==> src/rtl/inst_mem_loader_if.sv <==
// Byte-in / word-out bus between the UART receiver, the loader and the
// instruction RAM write port.
interface inst_mem_loader_if;
  logic [7:0]  rx_data;
  logic        rx_valid;
  logic        mem_we;
  logic [31:0] mem_addr;
  logic [31:0] mem_wdata;

  modport master (
    output rx_data, rx_valid,
    input  mem_we, mem_addr, mem_wdata
  );

  modport slave (
    input  rx_data, rx_valid,
    output mem_we, mem_addr, mem_wdata
  );
endinterface

==> src/rtl/inst_mem_loader.sv <==
// Boot loader: A5 / len / payload / xor-checksum frames into instruction RAM.
// Optional inter-byte timeout enabled by defining LOADER_TIMEOUT_EN.
module inst_mem_loader #(
  parameter int          ADDR_WIDTH     = 8,
  parameter logic [31:0] BASE_ADDR      = 32'h0000_0000,
  parameter int          TIMEOUT_CYCLES = 1000000
) (
  input  logic                  clk,
  input  logic                  reset,
  input  logic                  start,
  inst_mem_loader_if.slave      bus,
  output logic                  cpu_hold,
  output logic                  done,
  output logic                  error,
  output logic [ADDR_WIDTH:0]   word_count
);

  localparam int          CW    = ADDR_WIDTH + 1;
  localparam logic [31:0] DEPTH = 32'd1 << ADDR_WIDTH;

  typedef enum logic [2:0] {
    SYNC, LEN, DATA, CHK, DONE, ERR
  } state_t;

  state_t          state, state_d;
  logic [1:0]      bidx, bidx_d;
  logic [CW-1:0]   widx, widx_d;
  logic [CW-1:0]   nwords, nwords_d;
  logic [CW-1:0]   wcnt_d;
  logic [23:0]     shreg, shreg_d;
  logic [7:0]      csum, csum_d;
  logic            we_d;
  logic [31:0]     addr_d, wdata_d;
  logic            done_d, error_d, hold_d;
  logic [8:0]      len_n;
  logic            sync_hit;
  logic            in_frame;
  logic            tmo_hit;

  assign len_n    = (bus.rx_data == 8'h00) ? 9'd256
                                           : {1'b0, bus.rx_data};
  assign sync_hit = bus.rx_valid && (bus.rx_data == 8'hA5);
  assign in_frame = (state == LEN) || (state == DATA)
                 || (state == CHK);

`ifdef LOADER_TIMEOUT_EN
  logic [31:0] tmo, tmo_d;

  // Idle-cycle counter, cleared by any received byte or outside a frame.
  always_comb begin
    tmo_d = '0;
    if (in_frame && !bus.rx_valid)
      tmo_d = tmo + 32'd1;
  end

  assign tmo_hit = in_frame && !bus.rx_valid
                && (tmo == 32'(TIMEOUT_CYCLES - 1));

  // Idle-cycle counter register.
  always_ff @(posedge clk) begin
    if (reset) tmo <= '0;
    else       tmo <= tmo_d;
  end
`else
  assign tmo_hit = 1'b0;
`endif

  // Frame parser: next state and next values of every output register.
  always_comb begin
    state_d  = state;
    bidx_d   = bidx;
    widx_d   = widx;
    nwords_d = nwords;
    wcnt_d   = word_count;
    shreg_d  = shreg;
    csum_d   = csum;
    we_d     = 1'b0;
    addr_d   = bus.mem_addr;
    wdata_d  = bus.mem_wdata;
    done_d   = done;
    error_d  = error;
    hold_d   = cpu_hold;

    unique case (state)
      SYNC: begin
        if (sync_hit) begin
          state_d = LEN;
          error_d = 1'b0;
          wcnt_d  = '0;
        end
      end
      LEN: begin
        if (tmo_hit) begin
          state_d = ERR;
          error_d = 1'b1;
          hold_d  = 1'b1;
        end else if (bus.rx_valid) begin
          if (32'(len_n) > DEPTH) begin
            state_d = ERR;
            error_d = 1'b1;
            hold_d  = 1'b1;
          end else begin
            state_d  = DATA;
            nwords_d = CW'(len_n);
            bidx_d   = '0;
            widx_d   = '0;
            csum_d   = '0;
          end
        end
      end
      DATA: begin
        if (tmo_hit) begin
          state_d = ERR;
          error_d = 1'b1;
          hold_d  = 1'b1;
        end else if (bus.rx_valid) begin
          csum_d  = csum ^ bus.rx_data;
          shreg_d = {shreg[15:0], bus.rx_data};
          bidx_d  = bidx + 2'd1;
          if (bidx == 2'd3) begin
            we_d    = 1'b1;
            addr_d  = BASE_ADDR + (32'(widx) << 2);
            wdata_d = {shreg, bus.rx_data};
            wcnt_d  = word_count + CW'(1);
            widx_d  = widx + CW'(1);
            if (widx_d == nwords)
              state_d = CHK;
          end
        end
      end
      CHK: begin
        if (tmo_hit) begin
          state_d = ERR;
          error_d = 1'b1;
          hold_d  = 1'b1;
        end else if (bus.rx_valid) begin
          if (bus.rx_data == csum) begin
            state_d = DONE;
            done_d  = 1'b1;
            hold_d  = 1'b0;
          end else begin
            state_d = ERR;
            error_d = 1'b1;
            hold_d  = 1'b1;
          end
        end
      end
      DONE: begin
        if (start) begin
          state_d = SYNC;
          done_d  = 1'b0;
          hold_d  = 1'b1;
        end
      end
      ERR: begin
        if (start) begin
          state_d = SYNC;
        end else if (sync_hit) begin
          state_d = LEN;
          error_d = 1'b0;
          wcnt_d  = '0;
        end
      end
      default: state_d = SYNC;
    endcase
  end

  // State and output registers.
  always_ff @(posedge clk) begin
    if (reset) begin
      state         <= SYNC;
      bidx          <= '0;
      widx          <= '0;
      nwords        <= '0;
      word_count    <= '0;
      shreg         <= '0;
      csum          <= '0;
      bus.mem_we    <= 1'b0;
      bus.mem_addr  <= BASE_ADDR;
      bus.mem_wdata <= '0;
      done          <= 1'b0;
      error         <= 1'b0;
      cpu_hold      <= 1'b1;
    end else begin
      state         <= state_d;
      bidx          <= bidx_d;
      widx          <= widx_d;
      nwords        <= nwords_d;
      word_count    <= wcnt_d;
      shreg         <= shreg_d;
      csum          <= csum_d;
      bus.mem_we    <= we_d;
      bus.mem_addr  <= addr_d;
      bus.mem_wdata <= wdata_d;
      done          <= done_d;
      error         <= error_d;
      cpu_hold      <= hold_d;
    end
  end

endmodule

==> src/flat_wrapper.sv <==
// flat-port wrapper written by rule: the top's interface ports become plain ports
module inst_mem_loader_flat 
#(
  parameter int          ADDR_WIDTH     = 8,
  parameter logic [31:0] BASE_ADDR      = 32'h0000_0000,
  parameter int          TIMEOUT_CYCLES = 1000000
)
  (clk, reset, start, cpu_hold, done, error, word_count, bus_rx_data, bus_rx_valid, bus_mem_we, bus_mem_addr, bus_mem_wdata);
  inst_mem_loader_if bus_i ();
  input  logic clk;
  input  logic reset;
  input  logic start;
  output logic cpu_hold;
  output logic done;
  output logic error;
  output logic [ADDR_WIDTH:0] word_count;
  input wire logic [$bits(bus_i.rx_data)-1:0] bus_rx_data;
  input wire logic [$bits(bus_i.rx_valid)-1:0] bus_rx_valid;
  output wire logic [$bits(bus_i.mem_we)-1:0] bus_mem_we;
  output wire logic [$bits(bus_i.mem_addr)-1:0] bus_mem_addr;
  output wire logic [$bits(bus_i.mem_wdata)-1:0] bus_mem_wdata;
  assign bus_i.rx_data = bus_rx_data;
  assign bus_i.rx_valid = bus_rx_valid;
  assign bus_mem_we = bus_i.mem_we;
  assign bus_mem_addr = bus_i.mem_addr;
  assign bus_mem_wdata = bus_i.mem_wdata;
  inst_mem_loader #(.ADDR_WIDTH(ADDR_WIDTH), .BASE_ADDR(BASE_ADDR), .TIMEOUT_CYCLES(TIMEOUT_CYCLES)) u_core (.clk(clk), .reset(reset), .start(start), .bus(bus_i), .cpu_hold(cpu_hold), .done(done), .error(error), .word_count(word_count));
endmodule
==> config.mk <==
export PLATFORM = sky130hd
export DESIGN_NAME = inst_mem_loader_flat
export DESIGN_NICKNAME = d
export VERILOG_FILES = /design/src/rtl/inst_mem_loader_if.sv /design/src/rtl/inst_mem_loader.sv /design/src/flat_wrapper.sv
export SDC_FILE = /design/constraint.sdc
export NUM_CORES = 1
export LEC_CHECK = 0
export CORE_MARGIN = 4
export CORE_UTILIZATION = 40
export DETAILED_ROUTE_END_ITERATION = 10
export PLACE_DENSITY = 0.62
export SKIP_CTS_REPAIR_TIMING = 1
export SYNTH_ARGS = -nofsm -noshare
export SYNTH_HDL_FRONTEND = slang
export SYNTH_SLANG_ARGS = --single-unit
==> constraint.sdc <==
create_clock -name clk -period 2.6 [get_ports clk]
set_clock_uncertainty 0.2 [all_clocks]
set_input_delay 0.39 -clock clk [delete_from_list [all_inputs] [get_ports clk]]
set_output_delay 0.39 -clock clk [all_outputs]
set_load 0.005 [all_outputs]
## Yosys cells after proc, flatten, opt, wreduce, memory -nomap -nowiden

Cells that the tools add are included.

- Add/sub/neg operators: 3
- Order comparisons: 1
- Equality and inequality tests: 20
- Muxes and demuxes: 46
- Bitwise operators: 4
- Reduce and logical (&&, ||, !) cells: 19

Operators with widths:

| operator | count |
|---|---|
| 2-to-1 mux 9 bit | 9 |
| 2-to-1 mux 3 bit | 9 |
| case mux 9 bit (3 select lines) | 1 |
| 2-to-1 mux 8 bit | 3 |
| inequality test 2 bit, second input constant | 11 |
| adder 9 x 1 -> 9 bit, second input constant | 2 |
| case mux 3 bit (6 select lines) | 1 |
| case mux 9 bit (2 select lines) | 1 |
| case mux 8 bit (2 select lines) | 1 |
| 2-to-1 mux 1 bit | 14 |
| AND reduction 4 bit | 3 |
| AND reduction 6 bit | 2 |
| AND reduction 5 bit | 2 |
| == test 9 bit | 1 |
| greater-than comparator 9 bit, second input constant | 1 |
| == test 8 bit | 1 |
| == test 8 bit, second input constant | 1 |
| zero test 8 bit | 1 |
| XOR 8 bit | 1 |
| == test 3 x 2 -> 1 bit, second input constant | 2 |
| == test 3 bit, second input constant | 2 |
| 2-to-1 mux 2 bit | 3 |
| AND reduction 3 bit | 2 |
| nonzero test 3 bit | 2 |
| 14 further kinds | 17 |

- Register bits: 109
- Input port bits: 12

## Depth between registers and ports, before layout

- Depth in word-level cells: 6
- Mapped depth: 9

## Worst setup path before layout

Ideal clock, no wire load.

- Path kind: register to register
- From: register u_core.widx[1]
- To: register u_core.state[0]
- Library setup time: 0.086 ns
- Arrival time: 1.757 ns
- Setup slack: 0.557 ns
- Stages on the path, launching flop included: 9
- Buffers on the path: 1
- Clock period less this slack: 2.043 ns
- Cells stage by stage: dfxtp_1 > ha_1 > buf_2 > nand3_4 > or4_4 > o211ai_2 > a22o_1 > nand4_1 > a221oi_2

- Word-level cells in the longest chain between the ends: 4

RTL lines:

| element | RTL line | text |
|---|---|---|
| from (decl) | inst_mem_loader.sv:27 | `logic [CW-1:0] widx, widx_d;` |
| from (signal assigned) | inst_mem_loader.sv:187 | `widx <= widx_d;` |
| adder 9 x 1 -> 9 bit | inst_mem_loader.sv:125 | `widx_d = widx + CW'(1);` |
| == test 9 bit | inst_mem_loader.sv:126 | `if (widx_d == nwords)` |
| inequality test 2 bit (no source line) | n/a |  |
| AND reduction 6 bit (no source line) | n/a |  |
| to (signal assigned) | inst_mem_loader.sv:185 | `state <= state_d;` |
| to (decl) | inst_mem_loader.sv:25 | `state_t state, state_d;` |

Every way passes these cells.
A chain may end at the register's enable or synchronous reset.

## Worst setup path after layout

Ends and elaborated chain as after synthesis.

==> flow_summary.json <==
{
  "crit_path_max_incr_delay_ns": 0.46,
  "grt_usage_pct": 16.79,
  "io_pins": 89,
  "critPathLaunchType": "flip-flop",
  "first_global_vias": 3851,
  "fin_crit_sh_pct": 92.16,
  "synthCells": 612,
  "synth_xor_area_share_pct": 5.513,
  "die_y_um": 117.2,
  "viasPerCell": 5.170,
  "r2r_start": "u_core.widx[1]",
  "clockBufferDepth": 2,
  "synth-compound-area-share_pct": 15.52,
  "crit_family": "simple AND/OR/NAND/NOR gates",
  "placed_cell_area_sq_um": 5474,
  "portBuffers": 65,
  "yosys_register_bits": 109,
  "cp-startpoint": "u_core.widx[1]",
  "hold_viol": 0,
  "p_leak_nw": 2.021,
  "synth_most_common_cell": "nand2_1",
  "tns_ns": 0,
  "rrSetupSlack_ns": 0.20,
  "grt_pass1_wl_mm": 18.57,
  "synth_edf_count": 0,
  "numClockSinks": 109,
  "synth_top_area_share_pct": 45.79,
  "fin_area_sq_um": 5769,
  "placedCellCount": 797,
  "cts-root-buf": "clkbuf_16",
  "slew_headroom_pct": 60.68,
  "htree_levels": 3,
  "synth_top_family_by_area": "simple AND/OR/NAND/NOR gates",
  "synthArstFlopShare_pct": 0,
  "post-route-drc-count": 0,
  "start_util_pct": 41.38,
  "cp_max_fo": 8,
  "reg2reg_depth": 7,
  "hp-class": "primary input to flip-flop",
  "cp-end-kind": "flip-flop",
  "routedWlPerCell_um": 13.89,
  "critical_path_class": "flip-flop to flip-flop",
  "yosysWarnings": 0,
  "synth.distinct_cells": 43,
  "die-area_sq_um": 13730,
  "rows": 39,
  "syn_area_sq_um": 4766,
  "path_buf_inv": 0,
  "syn_to_final_growth_pct": 21.06,
  "setup_viol": 0,
  "synth_simple_gate_area_share_pct": 24.23,
  "dp_hpwl_mm": 7.975,
  "timing.fmax_ghz": 0.4173,
  "wirelength_mm": 11.29,
  "tightest_slew_ns": 0.5898,
  "antenna_cells": 0,
  "synthAdderAreaFrac_pct": 0.7876,
  "drtIter0Drc": 315,
  "maxSlewViolCount": 0,
  "power_density_nw_per_um2": 540.0,
  "synth.area.top_cells": "dfxtp_1 (46%), nand2_1 (13%), a21oi_1 (10%), nor2_1 (4.1%), buf_4 (3.9%)",
  "cts_tree": "yes",
  "power_mw": 3.116,
  "vias": 4203,
  "max-cap-violations": 0,
  "arrival_ns": 2.46,
  "ys_seq_area_share_pct": 45.79,
  "drive_gt1_share_pct": 7.313,
  "core_area_sq_um": 11520,
  "gr-total-overflow": 0,
  "first_pass_iters": 6,
  "insertion_delay_ns": 0.35,
  "fp.dieW_um": 117.2,
  "status": "completed",
  "syn_area_per_cell_sq_um": 7.787,
  "synthTopCellsByCount": "nand2_1 (164), dfxtp_1 (109), a21oi_1 (98)",
  "grt_max_degree": 60,
  "vdd_drop_max_mv": 0.2966,
  "synthMuxAreaShare_pct": 0,
  "ys.flop_type": "dfxtp_1",
  "yosys.area.top_type": "dfxtp_1",
  "clkTransAtPathRegs_ns": 0.07,
  "ant_nets": 0,
  "crit_chain": "ha_1 -> nand3_4 -> or4_4 -> o211ai_2 -> a22o_1 -> nand4_1 -> a221oi_2",
  "antenna_found_initial": 0,
  "required_ns": 2.66,
  "numCtsBuffers": 9,
  "rsz0062_at_grt": "no",
  "cp_slowest_cell": "dfxtp_1",
  "crit_path_end": "u_core.state[0]",
  "cp.depth": 7,
  "period_needed_ns": 2.396,
  "fin_nets": 680,
  "finalNonFillerCells": 813,
  "regToRegEndpoint": "u_core.state[0]",
  "gp_routability_congestion": 0.9155,
  "holdWs_ns": 0.08562
}
==> metal layers <==
layer | global-route usage (%) | vias up | part of all wire (%)
met5 | 0 | - | 0
met4 | 6.651 | 0 | 1.9
met3 | 3.033 | 17 | 6.0
met2 | 24.85 | 132 | 44
met1 | 24.17 | 1956 | 48
li1 | - | 2098 | -
==> flip-flops by register name, summed over array words and instances (netlist names) <==
register and count:
u_core.bidx 2, u_core.csum 8, u_core.word_count 9, u_core.bus.mem_we 1, u_core.cpu_hold 1, u_core.bus.mem_addr 9
u_core.nwords 9, u_core.widx 9, u_core.error 1, u_core.bus.mem_wdata 32, u_core.state 3, u_core.shreg 24
u_core.done 1
==> per-stage QoR <==
| step | utilization [%] | setup slack (ns) |
|---|---|---|
| 3_3_place_gp | 47.53 | 0.1244 |
| 5_1_grt | 50.10 | 0.06274 |
| 4_1_cts | 50.10 | 0.2142 |
| 3_5_place_dp | 47.53 | 0.03122 |
| 6_report | 50.10 | 0.2038 |
| 2_1_floorplan | - | 0.5566 |
==> layout make-up <==
type	count	area, sq um
multi-input combinational	453	2283
fill	1129	5747
sequential	109	2182
timing repair buffer	87	810.8
clock inverter	5	42.54
clock buffer	11	252.7
inverter	5	18.77
tap	143	178.9
==> cell families (layout without fill, tap and decap cells) <==
| logic type | Yosys count | count (layout) |
|---|---|---|
| other | 1 | 23 |
| flip-flops | 109 | 109 |
| adder cells (fa/ha/maj) | 3 | 3 |
| AND/OR/NAND/NOR | 265 | 265 |
| buffers and inverters | 72 | 108 |
| AO/OA/AOI/OAI | 132 | 132 |
| XOR/XNOR | 30 | 30 |
==> cell usage in the layout (no fill, tap or decap), drive strengths merged, types with 2 or more instances in the layout <==
cell type | Yosys | layout
a21oi | 98 | 98
dfxtp | 109 | 109
xor2 | 21 | 21
conb | 1 | 23
nand2 | 164 | 164
nand3b | 2 | 2
clkdlybuf4s50 | 0 | 64
a22oi | 2 | 2
nor2 | 52 | 52
nor3 | 7 | 7
clkinv | 0 | 3
and3 | 4 | 4
nand3 | 11 | 11
o21ai | 13 | 13
ha | 3 | 3
and4 | 5 | 5
o311ai | 2 | 2
buf | 42 | 23
o21bai | 2 | 2
xnor2 | 9 | 9
a211oi | 8 | 8
nand4 | 6 | 6
clkbuf | 25 | 11
inv | 5 | 7
nor4 | 7 | 7
a31oi | 2 | 2
==> worst register-to-register path, cell delays in order, from the launching register on <==
cell and delay (ns):
dfxtp_1 0.46, ha_1 0.44, nand3_4 0.17, or4_4 0.45, o211ai_2 0.07, a22o_1 0.18
nand4_1 0.12, a221oi_2 0.23
==> how the worst min path moves through the flow <==
stage                             startpoint                        to  cells past startpoint
floorplan                   u_core.shreg[16]  u_core.bus.mem_wdata[24]                      2
global placement            u_core.shreg[17]  u_core.bus.mem_wdata[25]                      2
detailed placement  u_core.bus.mem_wdata[20]  u_core.bus.mem_wdata[20]                      2
CTS                                    reset      u_core.word_count[0]                      2
global route                           reset      u_core.word_count[0]                      2
finish                                 reset      u_core.word_count[0]                      2
==> power by group <==
group	leakage (nW)	internal, mW	total, mW	switching [mW]
registers	0.877	1.67	1.67	0.00150
clock network	0.148	0.715	1.34	0.629
logic	0.995	0.0335	0.102	0.0681
total	2.02	2.42	3.12	0.699
Power figures use the tool's default switching activity.
